`src/rtl/bp_pkg.sv`:
```
// Shared branch-predictor definitions: table geometry, index hash and the
// committed-update record exchanged between the ROB side and the predictor.
package bp_pkg;

    localparam int BTB_SIZE  = 64;
    localparam int PRIME     = 337;
    localparam int BTB_IDX_W = $clog2(BTB_SIZE);

    typedef struct packed {
        logic [31:0] pc;
        logic        taken;
    } upd_entry_t;

    // Must stay identical to the index computation inside branch_target_buffer.
    function automatic logic [BTB_IDX_W-1:0] bp_hash(input logic [31:0] pc);
        logic [31:0] prod;
        prod = pc * 32'(PRIME);
        return prod[BTB_IDX_W-1:0];
    endfunction

endpackage

```
`src/rtl/bp_upd_fifo.sv`:
```
// Synchronous FIFO of committed branch outcomes with head peek; push on full
// and pop on empty are ignored so the caller may strobe unconditionally.
module bp_upd_fifo
    import bp_pkg::*;
#(
    parameter int DEPTH = 4
) (
    input  logic                         clk_in,
    input  logic                         rst_n_in,
    input  logic                         push,
    input  logic [31:0]                  wr_pc,
    input  logic                         wr_taken,
    input  logic                         pop,
    output logic [31:0]                  head_pc,
    output logic                         head_taken,
    output logic                         full,
    output logic                         empty,
    output logic [$clog2(DEPTH+1)-1:0]   count
);

    localparam int PTR_W = $clog2(DEPTH);
    localparam int CNT_W = $clog2(DEPTH + 1);

    upd_entry_t         mem [DEPTH];
    logic [PTR_W-1:0]   wr_ptr;
    logic [PTR_W-1:0]   rd_ptr;
    logic               do_push;
    logic               do_pop;

    assign full    = (count == CNT_W'(DEPTH));
    assign empty   = (count == '0);
    assign do_push = push & ~full;
    assign do_pop  = pop & ~empty;

    assign head_pc    = mem[rd_ptr].pc;
    assign head_taken = mem[rd_ptr].taken;

    // NOTE: sequential state uses non-blocking assignments so every register
    // samples pre-edge values regardless of statement order.
    always_ff @(posedge clk_in or negedge rst_n_in) begin
        if (!rst_n_in) begin
            wr_ptr <= '0;
            rd_ptr <= '0;
            count  <= '0;
        end else begin
            if (do_push) wr_ptr <= wr_ptr + PTR_W'(1);
            if (do_pop)  rd_ptr <= rd_ptr + PTR_W'(1);
            case ({do_push, do_pop})
                2'b10:   count <= count + CNT_W'(1);
                2'b01:   count <= count - CNT_W'(1);
                default: count <= count;
            endcase
        end
    end

    // NOTE: storage is deliberately not reset; count alone says which slots
    // hold live entries, so stale contents are never observed.
    always_ff @(posedge clk_in) begin
        if (do_push) mem[wr_ptr] <= '{pc: wr_pc, taken: wr_taken};
    end

endmodule

```
`src/rtl/btb_update_scheduler.sv`:
```
// Arbitrates IF lookups and committed ROB updates onto branch_target_buffer,
// deferring an update that hits the same table index as a same-cycle lookup.
module btb_update_scheduler
    import bp_pkg::*;
#(
    parameter int UPD_DEPTH = 4,
    parameter int MAX_DEFER = 2
) (
    input  logic                              clk_in,
    input  logic                              rst_n_in,
    input  logic                              rdy_in,
    input  logic                              flush_in,
    input  logic                              lookup_req,
    input  logic [31:0]                       lookup_pc,
    output logic                              pred_valid,
    output logic [31:0]                       pred_pc,
    output logic                              pred_taken,
    input  logic                              upd_valid,
    input  logic [31:0]                       upd_pc,
    input  logic                              upd_taken,
    output logic                              upd_ready,
    output logic                              btb_judge,
    output logic [31:0]                       btb_judge_pc,
    output logic                              btb_change,
    output logic [31:0]                       btb_change_pc,
    output logic                              btb_result,
    input  logic                              btb_jump_in,
    output logic [$clog2(UPD_DEPTH+1)-1:0]    upd_count
);

    localparam int DEF_W = $clog2(MAX_DEFER + 1);

    logic               active;
    logic               fifo_full;
    logic               fifo_empty;
    logic [31:0]        head_pc;
    logic               head_taken;
    logic               collide;
    logic               issue;
    logic               push;
    logic [DEF_W-1:0]   defer_cnt;
    logic               resp_pend;
    logic [31:0]        resp_pc;

    // Strobes are held low while frozen or in reset so the predictor sees no traffic.
    assign active       = rdy_in & rst_n_in;
    assign btb_judge    = lookup_req & active;
    assign btb_judge_pc = rst_n_in ? lookup_pc : '0;

    assign collide = btb_judge
                   & (bp_hash(head_pc) == bp_hash(lookup_pc))
                   & (defer_cnt < DEF_W'(MAX_DEFER));
    assign issue   = active & ~fifo_empty & ~collide;

    assign btb_change    = issue;
    assign btb_change_pc = issue ? head_pc : '0;
    assign btb_result    = issue & head_taken;

    assign upd_ready = active & ~fifo_full;
    assign push      = upd_valid & upd_ready;

    assign pred_valid = resp_pend & rdy_in & ~flush_in;
    assign pred_pc    = resp_pc;
    assign pred_taken = pred_valid & btb_jump_in;

    bp_upd_fifo #(
        .DEPTH (UPD_DEPTH)
    ) u_fifo (
        .clk_in     (clk_in),
        .rst_n_in   (rst_n_in),
        .push       (push),
        .wr_pc      (upd_pc),
        .wr_taken   (upd_taken),
        .pop        (issue),
        .head_pc    (head_pc),
        .head_taken (head_taken),
        .full       (fifo_full),
        .empty      (fifo_empty),
        .count      (upd_count)
    );

    // A flush in the issue cycle cancels the response before it is ever raised.
    always_ff @(posedge clk_in or negedge rst_n_in) begin
        if (!rst_n_in) begin
            resp_pend <= 1'b0;
            resp_pc   <= '0;
            defer_cnt <= '0;
        end else if (rdy_in) begin
            resp_pend <= btb_judge & ~flush_in;
            if (btb_judge) resp_pc <= lookup_pc;
            if (fifo_empty || !collide) defer_cnt <= '0;
            else                        defer_cnt <= defer_cnt + DEF_W'(1);
        end
    end

endmodule

```
`config.mk`:
```
export PLATFORM = sky130hd
export DESIGN_NAME = btb_update_scheduler
export DESIGN_NICKNAME = d
export VERILOG_FILES = /design/src/rtl/bp_pkg.sv /design/src/rtl/bp_upd_fifo.sv /design/src/rtl/btb_update_scheduler.sv
export SDC_FILE = /design/constraint.sdc
export NUM_CORES = 1
export LEC_CHECK = 0
export BUFFER_PORTS_ARGS = -buffer_cell sky130_fd_sc_hd__buf_4
export CAP_MARGIN = 20
export CORE_ASPECT_RATIO = 1.4
export CORE_MARGIN = 5
export CORE_UTILIZATION = 42
export DETAILED_ROUTE_END_ITERATION = 10
export HOLD_SLACK_MARGIN = 0.12
export PLACE_DENSITY = 0.76
export SYNTH_ARGS = -nofsm -noshare
export SYNTH_HDL_FRONTEND = slang
export SYNTH_SLANG_ARGS = --single-unit
```
`constraint.sdc`:
```
create_clock -name clk_in -period 4.7 [get_ports clk_in]
set_input_delay 0.235 -clock clk_in [delete_from_list [all_inputs] [get_ports clk_in]]
set_output_delay 0.235 -clock clk_in [all_outputs]
set_load 0.02 [all_outputs]
```
# ---- After elaboration in Yosys (flattened, before gate mapping)
# Memories as Yosys holds them, arrays and structs flattened.
# Index checks and enable logic that the tools add are counted.
# Widths: inputs -> output; s select.
dict set report op_classes {
  magnitude_cmp 1
  mux 6
  n_reduce_logical 5
  add_sub_neg 5
  n_bitwise 19
  multipliers 2
  eq_ne 4
}
# cell count
set ops {}
lappend ops {{$mul 32x9->6 const B} 2}
lappend ops {{$mux 32} 2}
lappend ops {{$and 1x1->1} 15}
lappend ops {{$add 2x1->2 const B} 3}
lappend ops {{$eq 6x6->1} 1}
lappend ops {{$pmux 3 s2} 1}
lappend ops {{$not 1->1} 4}
lappend ops {{$add 3x1->3 const B} 1}
lappend ops {{$eq 3x3->1 const B} 1}
lappend ops {{$logic_not 3->1} 1}
lappend ops {{$sub 3x1->3 const B} 1}
lappend ops {{$eq 2x1->1 const B} 1}
lappend ops {{$eq 2x2->1 const B} 1}
lappend ops {{$lt 2x2->1 const B} 1}
lappend ops {{$mux 1} 2}
lappend ops {{$mux 2} 1}
lappend ops {{$reduce_and 2->1} 1}
lappend ops {{$reduce_bool 2->1} 1}
lappend ops {{$logic_not 1->1} 1}
lappend ops {{$logic_or 1x1->1} 1}
dict set report totals {
  word_cells 49
  inputBits 72
  memories 1
  register_bits 42
  mem_bits_rw 132
  output_inout_bits 105
}
# memory words width rd rd_ports_with_merged_regs write_ports line
set memory_table {}
lappend memory_table {u_fifo.mem 4 33 1 0 1 bp_upd_fifo.sv:24} ;# upd_entry_t mem [DEPTH];

# ---- Longest topological paths before layout
# Gate-level depths: netlist of run 1.
# An unclocked memory read counts as a cell.
dict set report logic_depth {
  ltp_word 10
  ltp_mapped 16
  mapped_depth_nobuf 13
}

# ---- Hierarchy
# A second synthesis of run 1 with hierarchy kept.
dict set report unflattened {
  hier_cells 381
  hier_area_um2 7268.2
}
# mod instances area_each_um2 cells_each seq_area_each_um2
set modules_own_cells {}
lappend modules_own_cells {bp_upd_fifo 1 5238.8 210 4139.0}
lappend modules_own_cells {btb_update_scheduler 1 2029.4 171 875.8}

# ---- Worst setup path after synthesis of run 1
# OpenSTA, ideal clock, no wires.
dict set report synth_path {
  kind {flip-flop to flip-flop}
  startpoint {register u_fifo.rd_ptr[0]}
  endpoint {register u_fifo.count[2]}
  arrival_ns 3.709
  path_stages_with_launch 16
  slack_ns 0.859
  cell_sequence {dfrtp_1 > buf_6 > buf_1 > mux4_2 > ha_1 > xor2_1 > or4_4 > o21ai_2 > buf_2 > inv_1 > ha_1 > inv_1 > fa_1 > xor2_1 > nor2_1 > xor2_1}
}
dict set report synth_between {
  elab_chain_len 10
  elab_cells_between_ends 12
  classes_between {mul: 1; eq/ne: 3; mux: 1; bitwise: 5; reduce/logical: 1; memory: 1}
}
# item line
set synth_lines {}
lappend synth_lines {{start: declaration} bp_upd_fifo.sv:26} ;# logic [PTR_W-1:0] rd_ptr;
lappend synth_lines {{start signal: assignment} bp_upd_fifo.sv:47} ;# if (do_pop) rd_ptr <= rd_ptr + PTR_W'(1);
lappend synth_lines {{$mem_v2 4x33 (*)} n/a}
lappend synth_lines {{$mul 32x9->6 (*)} bp_pkg.sv:17} ;# prod = pc * 32'(PRIME);
lappend synth_lines {{$eq 6x6->1 (*)} btb_update_scheduler.sv:51} ;# & (bp_hash(head_pc) == bp_hash(lookup_pc))
lappend synth_lines {{$and 1x1->1 (*)} btb_update_scheduler.sv:51}
lappend synth_lines {{$and 1x1->1 (*)} btb_update_scheduler.sv:52} ;# & (defer_cnt < DEF_W'(MAX_DEFER));
lappend synth_lines {{$not 1->1 (*)} btb_update_scheduler.sv:53} ;# assign issue = active & ~fifo_empty & ~collide;
lappend synth_lines {{$and 1x1->1 (*)} btb_update_scheduler.sv:53}
lappend synth_lines {{$and 1x1->1 (*)} bp_upd_fifo.sv:33} ;# assign do_pop = pop & ~empty;
lappend synth_lines {{net u_fifo.do_pop} bp_upd_fifo.sv:28} ;# logic do_pop;
lappend synth_lines {{$eq 2x1->1 / $eq 2x2->1 (equally long branches)} bp_upd_fifo.sv:48} ;# case ({do_push, do_pop})
lappend synth_lines {{$pmux 3 s2 / $reduce_bool 2->1 (equally long branches)} n/a}
lappend synth_lines {{end signal: assignment} bp_upd_fifo.sv:49} ;# 2'b10: count <= count + CNT_W'(1);
lappend synth_lines {{end signal: assignment} bp_upd_fifo.sv:50} ;# 2'b01: count <= count - CNT_W'(1);
lappend synth_lines {{end signal: assignment} bp_upd_fifo.sv:51} ;# default: count <= count;
lappend synth_lines {{end: declaration} bp_upd_fifo.sv:18} ;# output logic [$clog2(DEPTH+1)-1:0] count
# Mark *: on every way through the listed nets, which the timed path passes. The rest lies on a longest branch.
# A chain may end at the register's enable or synchronous reset.

# ---- Worst setup path after layout of run 1
dict set report layout_path {
  startpoint {register u_fifo.rd_ptr[0]}
  endpoint {output port btb_change_pc[14]}
}
dict set report layout_between {
  elab_chain_len 8
}
# item line
set layout_lines {}
lappend layout_lines {{$mem_v2 4x33 (*)} n/a}
lappend layout_lines {{$mul 32x9->6} bp_pkg.sv:17}
lappend layout_lines {{$eq 6x6->1} btb_update_scheduler.sv:51}
lappend layout_lines {{$and 1x1->1} btb_update_scheduler.sv:51}
lappend layout_lines {{$and 1x1->1} btb_update_scheduler.sv:52}
lappend layout_lines {{$not 1->1} btb_update_scheduler.sv:53}
lappend layout_lines {{$and 1x1->1} btb_update_scheduler.sv:53}
lappend layout_lines {{$mux 32 (*)} btb_update_scheduler.sv:56} ;# assign btb_change_pc = issue ? head_pc : '0;
lappend layout_lines {{end: declaration} btb_update_scheduler.sv:25} ;# output logic [31:0] btb_change_pc,
# Mark *: on every way between the ends. The rest lies on a longest branch, timed or not.

==> reports/metrics.sh, run 1 <==
GRT_REMAINING_OVERFLOW=0
WORSTREG2REGSTART='u_fifo.rd_ptr[0]$_DFFE_PN0P_'
GRT_USE_TOTAL=0.160
SYN-MEAN-INSTANCE-AREA_UM2=18.5
CTS_BUFFER_DEPTH=2
DRTPASS1ITERATIONS=4
MAX_SLEW.WORST_PIN.SLEW_NS=0.943
POWER_PER_CELL_AREA_mW_PER_MM2=465
FINAL_NET_COUNT=712
SYNTH_SEQUENTIAL_AREA_RATIO=0.710
CP_MAX_FO=31
CLOCK.FMAX_MHz=272
NUM_VIAS=4220
DETAILED_PLACE_HPWL_UM=9990
CORE.ROWCOUNT=56
SYNTHESIS.INSTANCES=382
FIRST_GLOBAL_VIAS=4593
DRT_DRC_VIOLATIONS_LEFT=0
FINAL.FILL_COUNT=1234
TRITONCTS_NUM_SINKS=174
DETAIL_ROUTE.WL_PER_CELL_UM=18.3
YS_DOMINANT_REG_CELL='edfxtp_1'
ASYNCSETRESETFLOPFRACSYNTH=0.241
CTS_INSERTED_BUFFERS=17
CLK_PIN_SLEW_NS=0.07
UNREPAIRED_SETUP_ENDPOINTS_AFTER_GLOBAL_ROUTING='false'
START_KIND='flop'
WHS_NS=0.147
GRT_PASS1_WL_UM=24300
CRITICAL_PATH.ENDPOINT_TYPE='primary output'
LEAKAGEPOWER_nW=3.89
TRITONCTS='built'
NUM_ANTENNA_CELLS=0
VIAS_PER_CELL=4.98
WORST_SKEW_PAIR.LATE_LATENCY_NS=0.42
SUMMED_AREA_OF_NON_FILLER_CELLS_IN_THE_FINAL_LAYOUT_MM2=0.00985
PERIOD_MINUS_SLACK_NS=3.68
TOP_PORTS=177
POSTCTSSETUPBUFFERS=0
SYN-CELL-AREA_MM2=0.00706
DIE_HEIGHT_UM=163
FINAL_CORE_AREA_UTILIZATION=0.591
PORT_BUFFERS=176
POWER.IR.VDD_WORST_mV=0.323
PLACED_CELL_AREA_MM2=0.00860
FINALCRITPERIODSHARE=0.783
SYNTH_NETS=462
REQUIRED_NS=4.47
YOSYSWARNINGCOUNT=0
GRT_START_MAX_NET_PINS=77
MIN-DELAY-START='rdy_in'
FINALSETUPVIOLCOUNT=0
MAXSLEWHEADROOM=0.372
SHARE_OF_LAYOUT_CELLS_ABOVE_DRIVE_STRENGTH_1=0.445
ROUTABILITY_CONG=0.740
POSTSYNTHREGISTERBITS=174
HOLD_VIOL=0
TIMING.CRITICAL_PATH.FROM='u_fifo.rd_ptr[0]$_DFFE_PN0P_'
SYNTH-EDFF-COUNT=132
INITIAL_CORE_UTIL=0.423
CTS_HTREE_LEVELS=4
SYNTH_CELL_TYPES=33
CTS-ROOT-BUF='clkbuf_16'
CRITICAL_PATH_ARRIVAL_NS=3.45
TIMING.HOLD.WORST.CLASS='input pin to flop'
CRITPATHKIND='flop to primary output'
STATUS='completed'
CORE_MM2=0.0167
DIE_WIDTH_UM=120
OVERALL_ROUTED_NET_LENGTH_UM=15500
DETAIL-ROUTE-ANTENNA-NETS=0
GRT_ANTENNA_BEFORE_REPAIR=0
CLOCK_SKEW_AFTER_LAYOUT_NS=0.0130
FIRST_ITER_VIOLATIONS=180
SLEW_VIOL_FINAL=0
AREA_GROWTH_SYN_TO_LAYOUT_PCT=39.6
DIE_AREA_MM2=0.0195
FINAL.SETUP.TNS_NS=0
DRV.MAX_CAP_VIOLATION_COUNT=0
==> worst max-delay path, cell delays in order, from the launching register on <==
cell,delay (ns)
dfrtp_2,0.58
mux4_2,0.60
ha_1,0.22
xnor3_1,0.38
xor2_1,0.18
nand4_1,0.19
o21ai_4,0.17
buf_4,0.38
nor2b_1,0.12
buf_4,0.18
==> cell usage after synthesis (5+ instances only) <==
cell type | n | area share
and2_1 | 34 | 0.030
nand2_1 | 6 | 0.0032
nor2b_1 | 29 | 0.026
ha_1 | 7 | 0.012
xnor2_1 | 7 | 0.0087
edfxtp_1 | 132 | 0.56
and3_1 | 8 | 0.0071
inv_1 | 10 | 0.0053
xor2_1 | 5 | 0.0062
mux4_2 | 33 | 0.11
clkbuf_1 | 11 | 0.0058
mux2_2 | 32 | 0.051
dfrtp_1 | 42 | 0.15
==> repair_timing <==
action / 4_1_cts / 5_1_grt
hold endpoints to repair: 207 / 0
hold buffers: 68 / 0
gates resized for setup: 0 / 0
==> routing by layer <==
layer  global-route usage  vias to the layer above  part of all wire
li1                     -                     1944                 -
met1                0.181                     2104              0.38
met2                0.296                      156              0.54
met3               0.0454                       16             0.072
met4               0.0401                        0             0.012
met5                    0                        -                 0
==> cells in the final DEF, fill, tap and decap left out, drive strengths merged, types with 8 or more instances in the layout <==
cell type,instances
mux2,32
and3,8
dlygate4sd3,68
and2,34
nor2b,29
mux4,33
dfrtp,42
inv,19
clkbuf,17
edfxtp,132
buf,180
==> path summary, 6_finish.rpt <==
kind / end / slack (ns) / cells past startpoint
max: btb_change_pc[14] / 1.02 / 9
max in group asynchronous: u_fifo.rd_ptr[1]$_DFFE_PN0P_ / 3.76 / 2
max reg2reg: u_fifo.count[2]$_DFFE_PN0P_ / 1.35 / 13
min in group asynchronous: pred_pc[30]$_DFFE_PN0P_ / 0.42 / 2
min reg2reg: defer_cnt[0]$_DFFE_PN0P_ / 0.50 / 1
min: defer_cnt[1]$_DFFE_PN0P_ / 0.15 / 3
==> stage by stage <==
step / power [W] / setup WS (ns) / cells
final: 0.00458 / 1.02 / 848
after global routing: 0.00481 / 0.758 / 848
after CTS: 0.00463 / 0.946 / 848
after detailed placement: 0.00326 / 1.32 / 748
after global placement: 0.00322 / 1.42 / 748
after floorplan: 0.00278 / 0.859 / 382
==> cell families after synthesis <==
kind of cell    synth area share
simple gates              0.0750
flops                      0.710
buf+inv                   0.0160
mux                        0.158
xor+xnor                  0.0181
compound gates           0.00762
fa+ha+maj                 0.0152
==> sequential cells by signal, indices dropped and copies added (netlist names) <==
signal,flops
defer_cnt,2
pred_pc,32
resp_pend,1
u_fifo.count,3
u_fifo.mem,132
u_fifo.rd_ptr,2
u_fifo.wr_ptr,2
==> cell type report <==
type	count	area, µm²	area share
timing repair buffer	248	2030	0.206
clock inverter	15	143	0.0145
sequential	174	5020	0.509
tap	203	254	0.0258
clock buffer	17	425	0.0432
inverter	10	37.5	0.00381
multi-input combinational	181	1940	0.197
==> power by group <==
part	switching, W	leakage [nW]	total, W	internal (W)
Sequential	0.000107	1.69	0.00192	0.00181
Combinational	0.000644	1.93	0.00133	0.000686
Clock	0.000626	0.276	0.00133	0.000704
Total	0.00138	3.89	0.00458	0.00320
No activity file was read; power rests on OpenSTA's default activity.
==> inputs of run 2 (changes only) <==
==> constraint.sdc (replaced) <==
create_clock -name clk_in -period 3.7 [get_ports clk_in]
set_input_delay 0.185 -clock clk_in [delete_from_list [all_inputs] [get_ports clk_in]]
set_output_delay 0.185 -clock clk_in [all_outputs]
set_load 0.02 [all_outputs]
==> reports/metrics.sh, run 2 (synthesis gave the netlist of run 1 again) <==
UNREPAIRED_SETUP_ENDPOINTS_AFTER_GLOBAL_ROUTING='false'
GRT_REMAINING_OVERFLOW=0  # unchanged
POWER.IR.VDD_WORST_mV=0.418  # +29%
CTS_HTREE_LEVELS=4  # unchanged
DIE_WIDTH_UM=120  # unchanged
GRT_USE_TOTAL=0.167  # +0.00691
CELLS_ALONG_THE_CRITICAL_PATH='mux4_2 -> ha_1 -> xnor3_1 -> xor2_1 -> nand4_1 -> o21ai_4 -> buf_4 -> nor2b_1 -> buf_4'
FINAL.SETUP.TNS_NS=0  # unchanged
CLOCK.FMAX_MHz=289
CRITICAL_PATH_ARRIVAL_NS=3.28  # -0.17 ns
REGISTER_AREA_MM2=0.00502  # unchanged
STATUS='completed'
DRT_DRC_VIOLATIONS_LEFT=0  # unchanged
CLOCK_SKEW_AFTER_LAYOUT_NS=0.0138  # +0.000811 ns
CTS-ROOT-BUF='clkbuf_16'
FINAL_NET_COUNT=715  # +0.42%
MAXSLEWHEADROOM=0.386  # +0.0148
PLACED_CELL_AREA_MM2=0.00862  # +0.17%
ROUTABILITY_CONG=0.775  # +4.8%
TIMING.HOLD.WORST.CLASS='input pin to flop'
LAYOUT.CELLS.MOST_COMMON_LIST='182 x buf_4, 132 x edfxtp_1, 69 x dlygate4sd3_1, 40 x dfrtp_1, 34 x and2_1'
GRT_START_MAX_NET_PINS=75  # -2.6%
DIE_AREA_MM2=0.0195  # unchanged
CP_MAX_FO=31  # unchanged
DIE_HEIGHT_UM=163  # unchanged
TOP_PORTS=177  # unchanged
CRITICAL_PATH.SLOWEST_CELL='mux4_2'
HOLD_VIOL=0  # unchanged
POST_LAYOUT_NONFILLER_INSTANCES=851  # +0.35%
DRV.MAX_CAP_VIOLATION_COUNT=0  # unchanged
CTS_INSERTED_BUFFERS=17  # unchanged
PORT_BUFFERS=176  # unchanged
DPL.CELL_COUNT=750  # +0.27%
MOST_COMMON_LIBRARY_CELL_IN_THE_LAYOUT_IGNORING_FILL_AND_TAPS='buf_4'
GRT_PASS1_WL_UM=25100  # +3.4%
POWER_PER_CELL_AREA_mW_PER_MM2=591  # +27%
VIAS_PER_CELL=4.93  # -0.92%
LEAKAGEPOWER_nW=3.91  # +0.38%
SUMMED_AREA_OF_NON_FILLER_CELLS_IN_THE_FINAL_LAYOUT_MM2=0.00989  # +0.34%
CTS_REPAIR_RESIZE_COUNT=0  # unchanged
CORE.ROWCOUNT=56  # unchanged
MAX_SLEW.WORST_PIN.SLEW_NS=0.920  # -0.0222 ns
SHARE_OF_LAYOUT_CELLS_ABOVE_DRIVE_STRENGTH_1=0.444  # -0.000517
TIMING.REG2REG.SETUP_SLACK_NS=0.53  # -0.82 ns
WORST-R2R-CELL-COUNT=13  # unchanged
DRTPASS1ITERATIONS=4  # unchanged
NUM_ANTENNA_CELLS=0  # unchanged
WORST_PATH_MOST_REPEATED_CELL='buf_4'
PERIOD_MINUS_SLACK_NS=3.46
TIMING.RR.END='u_fifo.count[2]$_DFFE_PN0P_'
DETAIL_ROUTE.WL_PER_CELL_UM=18.5  # +1.4%
CTS_BUFFER_DEPTH=2  # unchanged
DETAILED_PLACE_HPWL_UM=10200  # +2.1%
TRITONCTS_NUM_SINKS=174  # unchanged
CRITICAL_PATH.ENDPOINT_TYPE='primary output'
NUM_VIAS=4196  # -0.57%
CRITPATHKIND='flop to primary output'
WORST_SKEW_PAIR.LATE_LATENCY_NS=0.42  # about the same
FINALCRITPERIODSHARE=0.936
FLIP_FLOP_COUNT_OF_THE_LARGEST_REGISTER_AFTER_LAYOUT=132  # unchanged
DETAIL-ROUTE-ANTENNA-NETS=0  # unchanged
REQUIRED_NS=3.51  # -0.96 ns
OVERALL_ROUTED_NET_LENGTH_UM=15800  # +1.8%
AREA_USED_BY_MULTI_INPUT_COMBINATIONAL_LOGIC_MM2=0.00194  # unchanged
CLK_PIN_SLEW_NS=0.06  # about the same
TOP_REGISTER='u_fifo.mem'
CRIT_PATH_MAX_INCR_DELAY_NS=0.56  # -0.04 ns
GRT_ANTENNA_BEFORE_REPAIR=0  # unchanged
INITIAL_CORE_UTIL=0.423  # unchanged
WORSTREG2REGSTART='u_fifo.rd_ptr[0]$_DFFE_PN0P_'
FIRST_ITER_VIOLATIONS=143  # -21%
SETUP.WORST_PATH.END='btb_change_pc[15]'
SLEW_VIOL_FINAL=0  # unchanged
START_KIND='flop'
AREA_GROWTH_SYN_TO_LAYOUT_PCT=40.1
FIRST_GLOBAL_VIAS=4727  # +2.9%
CORE_MM2=0.0167  # unchanged
TIMING.CRITICAL_PATH.FROM='u_fifo.rd_ptr[0]$_DFFE_PN0P_'
FINAL.FILL_COUNT=1202  # -2.6%
TRITONCTS='built'
MIN-DELAY-START='upd_valid'
FINALSETUPVIOLCOUNT=0  # unchanged
-- run 2: worst min-delay path by stage --
stage | endpoint | slack (ns) | cells past startpoint
5_1_grt | u_fifo.wr_ptr[0]$_DFFE_PN0P_ | 0.18 | 3
4_1_cts | u_fifo.wr_ptr[0]$_DFFE_PN0P_ | 0.16 | 3
3_5_place_dp | u_fifo.mem[0][17]$_DFFE_PP_ | 0.39 | 1
6_report | u_fifo.wr_ptr[0]$_DFFE_PN0P_ | 0.20 | 3
3_3_place_gp | defer_cnt[1]$_DFFE_PN0P_ | 0.38 | 2
2_1_floorplan | defer_cnt[0]$_DFFE_PN0P_ | -0.11 | 0
-- run 2: final cells by class --
cell class / instances / share of cell area
clock buffer: 17 / 0.0430
timing repair buffer: 251 / 0.208
multi-input combinational: 181 / 0.197
tap: 203 / 0.0257
clock inverter: 15 / 0.0153
sequential: 174 / 0.507
inverter: 10 / 0.00380
-- run 2: per-layer routing --
metal | vias up | global-route usage | wire [µm]
li1 | 1947 | - | -
met1 | 2075 | 0.188 | 6100
met2 | 164 | 0.310 | 8410
met3 | 10 | 0.0450 | 1120
met4 | 0 | 0.0448 | 135
met5 | - | 0 | 0
-- run 2: stage by stage --
stage / hold slack, ns / power (W) / util / worst slack [ns]
global route: 0.182 / 0.00614 / 0.593 / 0.0859
detailed placement: 0.388 / 0.00416 / 0.517 / 0.537
finish: 0.197 / 0.00584 / 0.593 / 0.238
global placement: 0.385 / 0.00410 / 0.517 / 0.624
CTS: 0.162 / 0.00593 / 0.593 / 0.191
floorplan: -0.111 / 0.00354 / - / 0.140
-- run 2: timing repair --
item,4_1_cts,5_1_grt
endpoints found under the hold margin,209,0
setup buffers,0,0
hold buffers,69,0
-- run 2: report_power, final --
group / internal (W) / switching [W] / leakage, nW / total, W
combinational: 0.000880 / 0.000849 / 1.94 / 0.00173
clock: 0.000898 / 0.000799 / 0.277 / 0.00170
sequential: 0.00230 / 0.000114 / 1.69 / 0.00241
-- run 2: critical path, delay by kind of cell, from the launching register on --
family | cells | cell delay (ns)
xor gates and xnor gates | 2 | 0.58
adders and majority gates | 1 | 0.22
and+or+nand+nor | 2 | 0.33
buffers and inverters | 2 | 0.56
DFF | 1 | 0.42
AOI/OAI and AO/OA | 1 | 0.18
muxes | 1 | 0.56
